--- config.mk ---
export PLATFORM = sky130hd
export DESIGN_NAME = prio_encoder_rr_flat
export DESIGN_NICKNAME = d
export VERILOG_FILES = /design/src/rtl/prio_encoder_rr_if.sv /design/src/rtl/prio_encoder_rr.sv /design/src/flat_wrapper.sv
export SDC_FILE = /design/constraint.sdc
export NUM_CORES = 1
export LEC_CHECK = 0
export BUFFER_PORTS_ARGS = -buffer_cell sky130_fd_sc_hd__buf_2
export CAP_MARGIN = 15
export CELL_PAD_IN_SITES_DETAIL_PLACEMENT = 1
export CELL_PAD_IN_SITES_GLOBAL_PLACEMENT = 1
export CORE_MARGIN = 1
export CORE_UTILIZATION = 33
export DETAILED_ROUTE_END_ITERATION = 10
export PLACE_DENSITY_LB_ADDON = 0.25
export SLEW_MARGIN = 20
export SYNTH_ARGS = -nofsm -noshare
export SYNTH_HDL_FRONTEND = slang
export SYNTH_SLANG_ARGS = --single-unit
--- constraint.sdc ---
create_clock -name clk -period 1.8 [get_ports clk]
set_input_delay 0.45 -clock clk [delete_from_list [all_inputs] [get_ports clk]]
set_output_delay 0.45 -clock clk [all_outputs]
set_load 0.02 [all_outputs]
--- src/rtl/prio_encoder_rr_if.sv ---
// Request/grant bundle for prio_encoder_rr: event lines in, one index out via valid/ready,
// plus pending and sticky overflow status. master = encoder side, slave = source/consumer side.
interface prio_encoder_rr_if #(
  parameter int N = 8,
  parameter int W = ($clog2(N) < 1) ? 1 : $clog2(N)
);
  logic [N-1:0] req_in;
  logic [W-1:0] out_idx;
  logic         out_valid;
  logic         out_ready;
  logic [N-1:0] pending;
  logic         ovf;
  logic         clr_ovf;

  modport master (
    input  req_in, out_ready, clr_ovf,
    output out_idx, out_valid, pending, ovf
  );

  modport slave (
    output req_in, out_ready, clr_ovf,
    input  out_idx, out_valid, pending, ovf
  );
endinterface

--- src/rtl/prio_encoder_rr.sv ---
// Sticky request capture with fixed-priority or round-robin pick; pulse to out_valid is 2 edges.
// out_idx/out_valid hold while !out_ready; duplicate events on a pending, unacked line set ovf.
module prio_encoder_rr #(
  parameter int N       = 8,
  parameter int W       = ($clog2(N) < 1) ? 1 : $clog2(N),
  parameter int RR_MODE = 0
) (
  input logic               clk,
  input logic               rst_n,
  prio_encoder_rr_if.master bus
);
  logic [W-1:0] ptr;
  logic         ack;
  logic         load;
  logic         new_ovf;
  logic [N-1:0] ack_mask;
  logic [N-1:0] cand;
  logic [N-1:0] rot;
  logic [W:0]   base;
  logic [W:0]   rr_off;
  logic [W:0]   rr_sum;
  logic [W-1:0] sel_fixed;
  logic [W-1:0] sel_rr;
  logic [W-1:0] sel;

  always_comb begin
    ack      = bus.out_valid && bus.out_ready;
    ack_mask = '0;
    if (ack) ack_mask[bus.out_idx] = 1'b1;
    // candidates come from the registered vector only; same-cycle req_in waits a cycle
    cand     = bus.pending & ~ack_mask;
    new_ovf  = |(bus.req_in & cand);
    load     = !bus.out_valid || ack;
  end

  always_comb begin
    sel_fixed = '0;
    for (int i = 0; i < N; i++) begin
      if (cand[i]) sel_fixed = W'(i);
    end
  end

  // Rotate candidates so bit 0 is base, take the lowest set bit, then undo the rotation mod N.
  always_comb begin
    base = {1'b0, (ack ? bus.out_idx : ptr)} + (W+1)'(1);
    if (base == (W+1)'(N)) base = '0;
    rot    = N'({cand, cand} >> base);
    rr_off = '0;
    for (int i = N - 1; i >= 0; i--) begin
      if (rot[i]) rr_off = (W+1)'(i);
    end
    rr_sum = base + rr_off;
    if (rr_sum >= (W+1)'(N)) rr_sum = rr_sum - (W+1)'(N);
    sel_rr = rr_sum[W-1:0];
  end

  assign sel = (RR_MODE != 0) ? sel_rr : sel_fixed;

  always_ff @(posedge clk) begin
    if (!rst_n) begin
      bus.pending   <= '0;
      bus.out_idx   <= '0;
      bus.out_valid <= 1'b0;
      bus.ovf       <= 1'b0;
      ptr           <= W'(N - 1);
    end else begin
      bus.pending <= cand | bus.req_in;
      bus.ovf     <= (bus.ovf && !bus.clr_ovf) || new_ovf;
      if (ack) ptr <= bus.out_idx;
      if (load) begin
        if (|cand) begin
          bus.out_valid <= 1'b1;
          bus.out_idx   <= sel;
        end else begin
          bus.out_valid <= 1'b0;
        end
      end
    end
  end
endmodule
--- src/flat_wrapper.sv ---
// flat-port wrapper written by rule: the top's interface ports become plain ports
module prio_encoder_rr_flat 
#(
  parameter int N       = 8,
  parameter int W       = ($clog2(N) < 1) ? 1 : $clog2(N),
  parameter int RR_MODE = 0
)
  (clk, rst_n, bus_req_in, bus_out_ready, bus_clr_ovf, bus_out_idx, bus_out_valid, bus_pending, bus_ovf);
  prio_encoder_rr_if #(.N(N), .W(W)) bus_i ();
  input logic clk;
  input logic rst_n;
  input wire logic [$bits(bus_i.req_in)-1:0] bus_req_in;
  input wire logic [$bits(bus_i.out_ready)-1:0] bus_out_ready;
  input wire logic [$bits(bus_i.clr_ovf)-1:0] bus_clr_ovf;
  output wire logic [$bits(bus_i.out_idx)-1:0] bus_out_idx;
  output wire logic [$bits(bus_i.out_valid)-1:0] bus_out_valid;
  output wire logic [$bits(bus_i.pending)-1:0] bus_pending;
  output wire logic [$bits(bus_i.ovf)-1:0] bus_ovf;
  assign bus_i.req_in = bus_req_in;
  assign bus_i.out_ready = bus_out_ready;
  assign bus_i.clr_ovf = bus_clr_ovf;
  assign bus_out_idx = bus_i.out_idx;
  assign bus_out_valid = bus_i.out_valid;
  assign bus_pending = bus_i.pending;
  assign bus_ovf = bus_i.ovf;
  prio_encoder_rr #(.N(N), .W(W), .RR_MODE(RR_MODE)) u_core (.clk(clk), .rst_n(rst_n), .bus(bus_i));
endmodule
Yosys cells after proc, flatten, opt, wreduce, memory -nomap -nowiden

Cells that the tools add are included.

Register bits: 13
Output and inout bits: 13
Logic and storage cells: 31

Order comparisons: 2
Multiplexer cells: 11
Bitwise logic cells: 4
Reductions and logical operators: 10

Operators with widths:

| cell                                                              | count |
|---|---|
| bitwise AND 8 bit                                                 | 2 |
| OR reduction 8 bit                                                | 2 |
| 2-to-1 mux 3 bit                                                  | 4 |
| 2-to-1 mux 8 bit                                                  | 1 |
| NOT 8 bit                                                         | 1 |
| OR 8 bit                                                          | 1 |
| less-than comparator 3 x 4 -> 1 bit, second input constant        | 1 |
| 2-to-1 mux 2 bit                                                  | 2 |
| demux 1 bit (select 3 bit)                                        | 1 |
| greater-or-equal comparator 3 x 1 -> 1 bit, second input constant | 1 |
| logical AND 1 bit                                                 | 3 |
| 2-to-1 mux 1 bit                                                  | 3 |
| zero test 1 bit                                                   | 2 |
| logical OR 1 bit                                                  | 2 |
| AND reduction 2 bit                                               | 1 |

Longest topological paths before layout

Depth after elaboration: 14
Mapped depth: 5
Mapped depth without buffers: 5

Least setup slack after synthesis

Ideal clock, no wire load.

Path kind: register -> register
Start point: register u_core.bus.out_idx[1]
End point: register u_core.bus.out_idx[0]
Library setup time: 0.086 ns
Data arrival time: 1.603 ns
Required time: 1.714 ns
Slack: 0.110 ns
Cell stages (with the launch flop): 6
Path buffers: 0
Period minus slack after synthesis: 1.690 ns
Cells stage by stage: dfxtp_1 > or3b_1 > o21a_1 > nor4_4 > a211oi_1 > a221oi_2

Word-level cells in the longest chain between the ends: 14
Elaborated cells between the ends (all ways): 17
Those cells by class: 2 x order compare; 10 x mux; 2 x bitwise; 3 x reduce/logical

RTL lines:

| what                                                                                                                           | RTL line                 | text |
|---|---|---|
| start, declared                                                                                                                | prio_encoder_rr_if.sv:17 | `output out_idx, out_valid, pending, ovf` |
| start signal, assigned                                                                                                         | prio_encoder_rr.sv:73    | `bus.out_idx <= sel;` |
| less-than comparator 3 x 4 -> 1 bit (implied by the code) / greater-or-equal comparator 3 x 1 -> 1 bit (equally long branches) | prio_encoder_rr.sv:29    | `if (ack) ack_mask[bus.out_idx] = 1'b1;` |
| logical AND 1 bit (implied by the code)                                                                                        | prio_encoder_rr.sv:29    |  |
| 2-to-1 mux 1 bit (implied by the code)                                                                                         | prio_encoder_rr.sv:29    |  |
| demux 1 bit (select 3 bit) (*)                                                                                                 | n/a                      |  |
| 2-to-1 mux 8 bit (*)                                                                                                           | prio_encoder_rr.sv:29    |  |
| NOT 8 bit (*)                                                                                                                  | prio_encoder_rr.sv:31    | `cand = bus.pending & ~ack_mask;` |
| bitwise AND 8 bit (*)                                                                                                          | prio_encoder_rr.sv:31    |  |
| 2-to-1 mux 1 bit                                                                                                               | prio_encoder_rr.sv:39    | `if (cand[i]) sel_fixed = W'(i);` |
| 2-to-1 mux 2 bit (2 in series)                                                                                                 | prio_encoder_rr.sv:39    |  |
| 2-to-1 mux 3 bit (4 in series)                                                                                                 | prio_encoder_rr.sv:39    |  |

Every way passes the cells marked *; elsewhere a longest branch is shown, timed or not.
A chain may end at the register's enable or synchronous reset.

Final worst setup path

Ends and elaborated chain as after synthesis.

==> metrics.txt <==
status finished, final reports clean; slew margin rel. 79.6%; Clock Sinks 13; Switching Power 243 uW; cell area after layout 885 um2; drt drc 0; mean post-synth cell area 9.14 um2; core area 1800 um2; post-layout util 49.1%; CTS tree yes; global-route wire length before repair 2890 um; Starting DRT DRC Count 10; postcts setup bufs 0; global-route usage over all layers 19.4%; setup TNS 0 ns; Routed Antenna Nets 0; Worst Slack Setup Final 0.0618 ns; Sequential Power Share 45.5%; nets 117; layout cells sized above 1 46.2%; area of placed instances 842 um2; total grt overflow 0; R2R setup slack 0.06 ns; cells on worst reg2reg path 5; I/O pins 25; sw frac 33.0%; clk buf depth 2; die area 2180 um2; Peak supply drop 0.434 mV; crit path capture u_core.bus.out_idx[0]; Detailed Place HPWL 1450 um; Die W 46.7 um; Final Hold Vio Count 0; critical path launch point type register; Setup-failing EPs final 0; RSZ-0062 raised after global routing false; clock skew 0.00159 ns; Lkg Pwr 0.000391 uW; area leader, netlist dfxtp_1; CP Buf/Inv Count 0; FMAX 0.575 GHz; FF+latch count, synth 13; Clock transition at path regs 0.08 ns; final-layout fill cell count 248; Worst EP required 1.99 ns; FP Rows 15; Worst path slowest cell or3b_4; RD Place Congestion 0.828; initial antenna violation count 0; critical path class register to register; top post-synthesis cells by area dfxtp_1 40%, nor2_1 9.1%, o21a_2 6.7%; Initial Util 36.5%; Routed Wire Length 1760 um; Cell Area, Synth 658 um2; net count after synthesis 84; max-slew violations 0; CP arrival 1.93 ns; PwrDens 833 nW/um2; CTS H-tree depth 1; most common cell after layout, fill and taps aside buf_2; DRT Pass-1 Iters 4; Int Power 494 uW; top-area cell type share of the netlist area 39.5%; reg2reg end u_core.bus.out_idx[0]; Reg2Reg Launch Point u_core.bus.out_idx[1]; Antenna diodes 0; post-synthesis sequential area ratio 39.5%; Clock Latency Late Sink 0.28 ns; CP max FO 7; routed vias/inst 5.28; worst hold path class input pin to register; Clock Power Share 25.4%; largest net degree at the start of global routing 11; pre-CTS setup slack -0.139 ns; Mapped Cells 72; WL per Instance 13.7 um; vias in the first global route 681; Max Cap Viol 0; Synth warnings 0; combinational power share 29.1%; P&R area growth vs syn 34.4%; WP depth 5; fin crit period 1.74 ns; slew at the pin closest to its max-slew limit 0.304 ns; Port-buffer cells 24; post-synth cell types 31; number of CTS-inserted buffers 3; Clock Tree Root clkbuf_4; critical-path cell list or3b_4 -> o21a_4 -> nor4_4 -> a211oi_1 -> a221oi_2; crit share post-route 96.6%; DR vias 681; slowest stage delay, CP 0.40 ns; Die Y 46.7 um; Crit. Startpoint u_core.bus.out_idx[1]; Worst setup EP type register; delay-heaviest family, CP simple AND/OR/NAND/NOR gates; most frequent cells in the layout 24 x buf_2, 16 x nor2_1, 11 x dfxtp_1
sequential cells by signal, summed over array words and instances, names as in the netlist:
name                  flops
u_core.bus.pending        8
u_core.bus.ovf            1
u_core.bus.out_valid      1
u_core.bus.out_idx        3
Yosys cell counts (all sizes together):
master,count
nand3b,1
nor4,2
o21a,7
or3b,1
a211oi,3
a31o,1
or3,1
inv,2
nor3,1
nor2,16
a21oi,2
nand2b,1
nand2,4
a222oi,1
o31a,2
o21ai,2
a221oi,1
and3,1
nor2b,1
mux2i,1
o31ai,1
dfxtp,13
nand3,1
a21o,1
buf,1
and2b,2
a22oi,2
tightest hold or removal path, cell delays in order:
cell and delay [ns]:
buf_2 0.09, nor2_1 0.04, nor2_1 0.06
layer usage:
metal | up-vias | part of all wire (%) | GRT usage [%]
li1 | 332 | - | -
met1 | 325 | 45 | 25.1
met2 | 18 | 49 | 29.4
met3 | 6 | 3.6 | 3.92
met4 | 0 | 2.0 | 11.4
met5 | - | 0 | 0
what timing repair did:
| action | in CTS | in global routing |
|---|---|---|
| gates resized for setup | 0 | 5 |
| endpoints found under the setup margin | 0 | 2 |
| hold buffers | 0 | 0 |
power by group through the flow:
stage                     clock network, uW  registers (uW)  logic (uW)
after floorplan                           0             369         103
after global placement                    0             339         204
after detailed placement                  0             340         208
after CTS                               193             333         209
after global routing                    204             340         234
final                                   187             335         215
cell families (layout without fill, tap and decap cells):
| logic type | Yosys count | in the layout | synth area share [%] |
|---|---|---|---|
| buffers and inverters | 3 | 35 | 1.90 |
| DFF | 13 | 13 | 39.5 |
| and+or+nand+nor | 32 | 32 | 28.9 |
| AOI/OAI and AO/OA | 23 | 23 | 28.1 |
| muxes | 1 | 1 | 1.52 |
stage by stage:
step	std cells	hold WS [ns]	total power, uW
after floorplan	72	0.567	472
after global placement	125	0.499	543
after detailed placement	125	0.537	548
after CTS	129	0.385	736
after global routing	129	0.399	778
final	129	0.388	737
final cells by class:
type,count,area [um2],share of cell area (%)
tap,25,31.3,3.54
timing repair buffer,29,158,17.8
clock buffer,4,26.3,2.97
inverter,2,7.51,0.849
multi-input combinational,56,399,45.1
sequential,13,263,29.7
how the worst min path moves through the flow:
stage,startpoint,end,slack (ns),depth (start not counted)
after detailed placement,u_core.bus.out_idx[1],u_core.bus.out_idx[1],0.54,2
after floorplan,rst_n,u_core.bus.out_valid,0.57,1
after global routing,bus_req_in[4],u_core.bus.pending[4],0.40,3
after CTS,bus_req_in[3],u_core.bus.pending[3],0.38,3
final,bus_req_in[3],u_core.bus.pending[3],0.39,3
after global placement,u_core.bus.out_idx[0],u_core.bus.out_idx[0],0.50,2
Note: power is estimated with default switching activity, not from simulation.
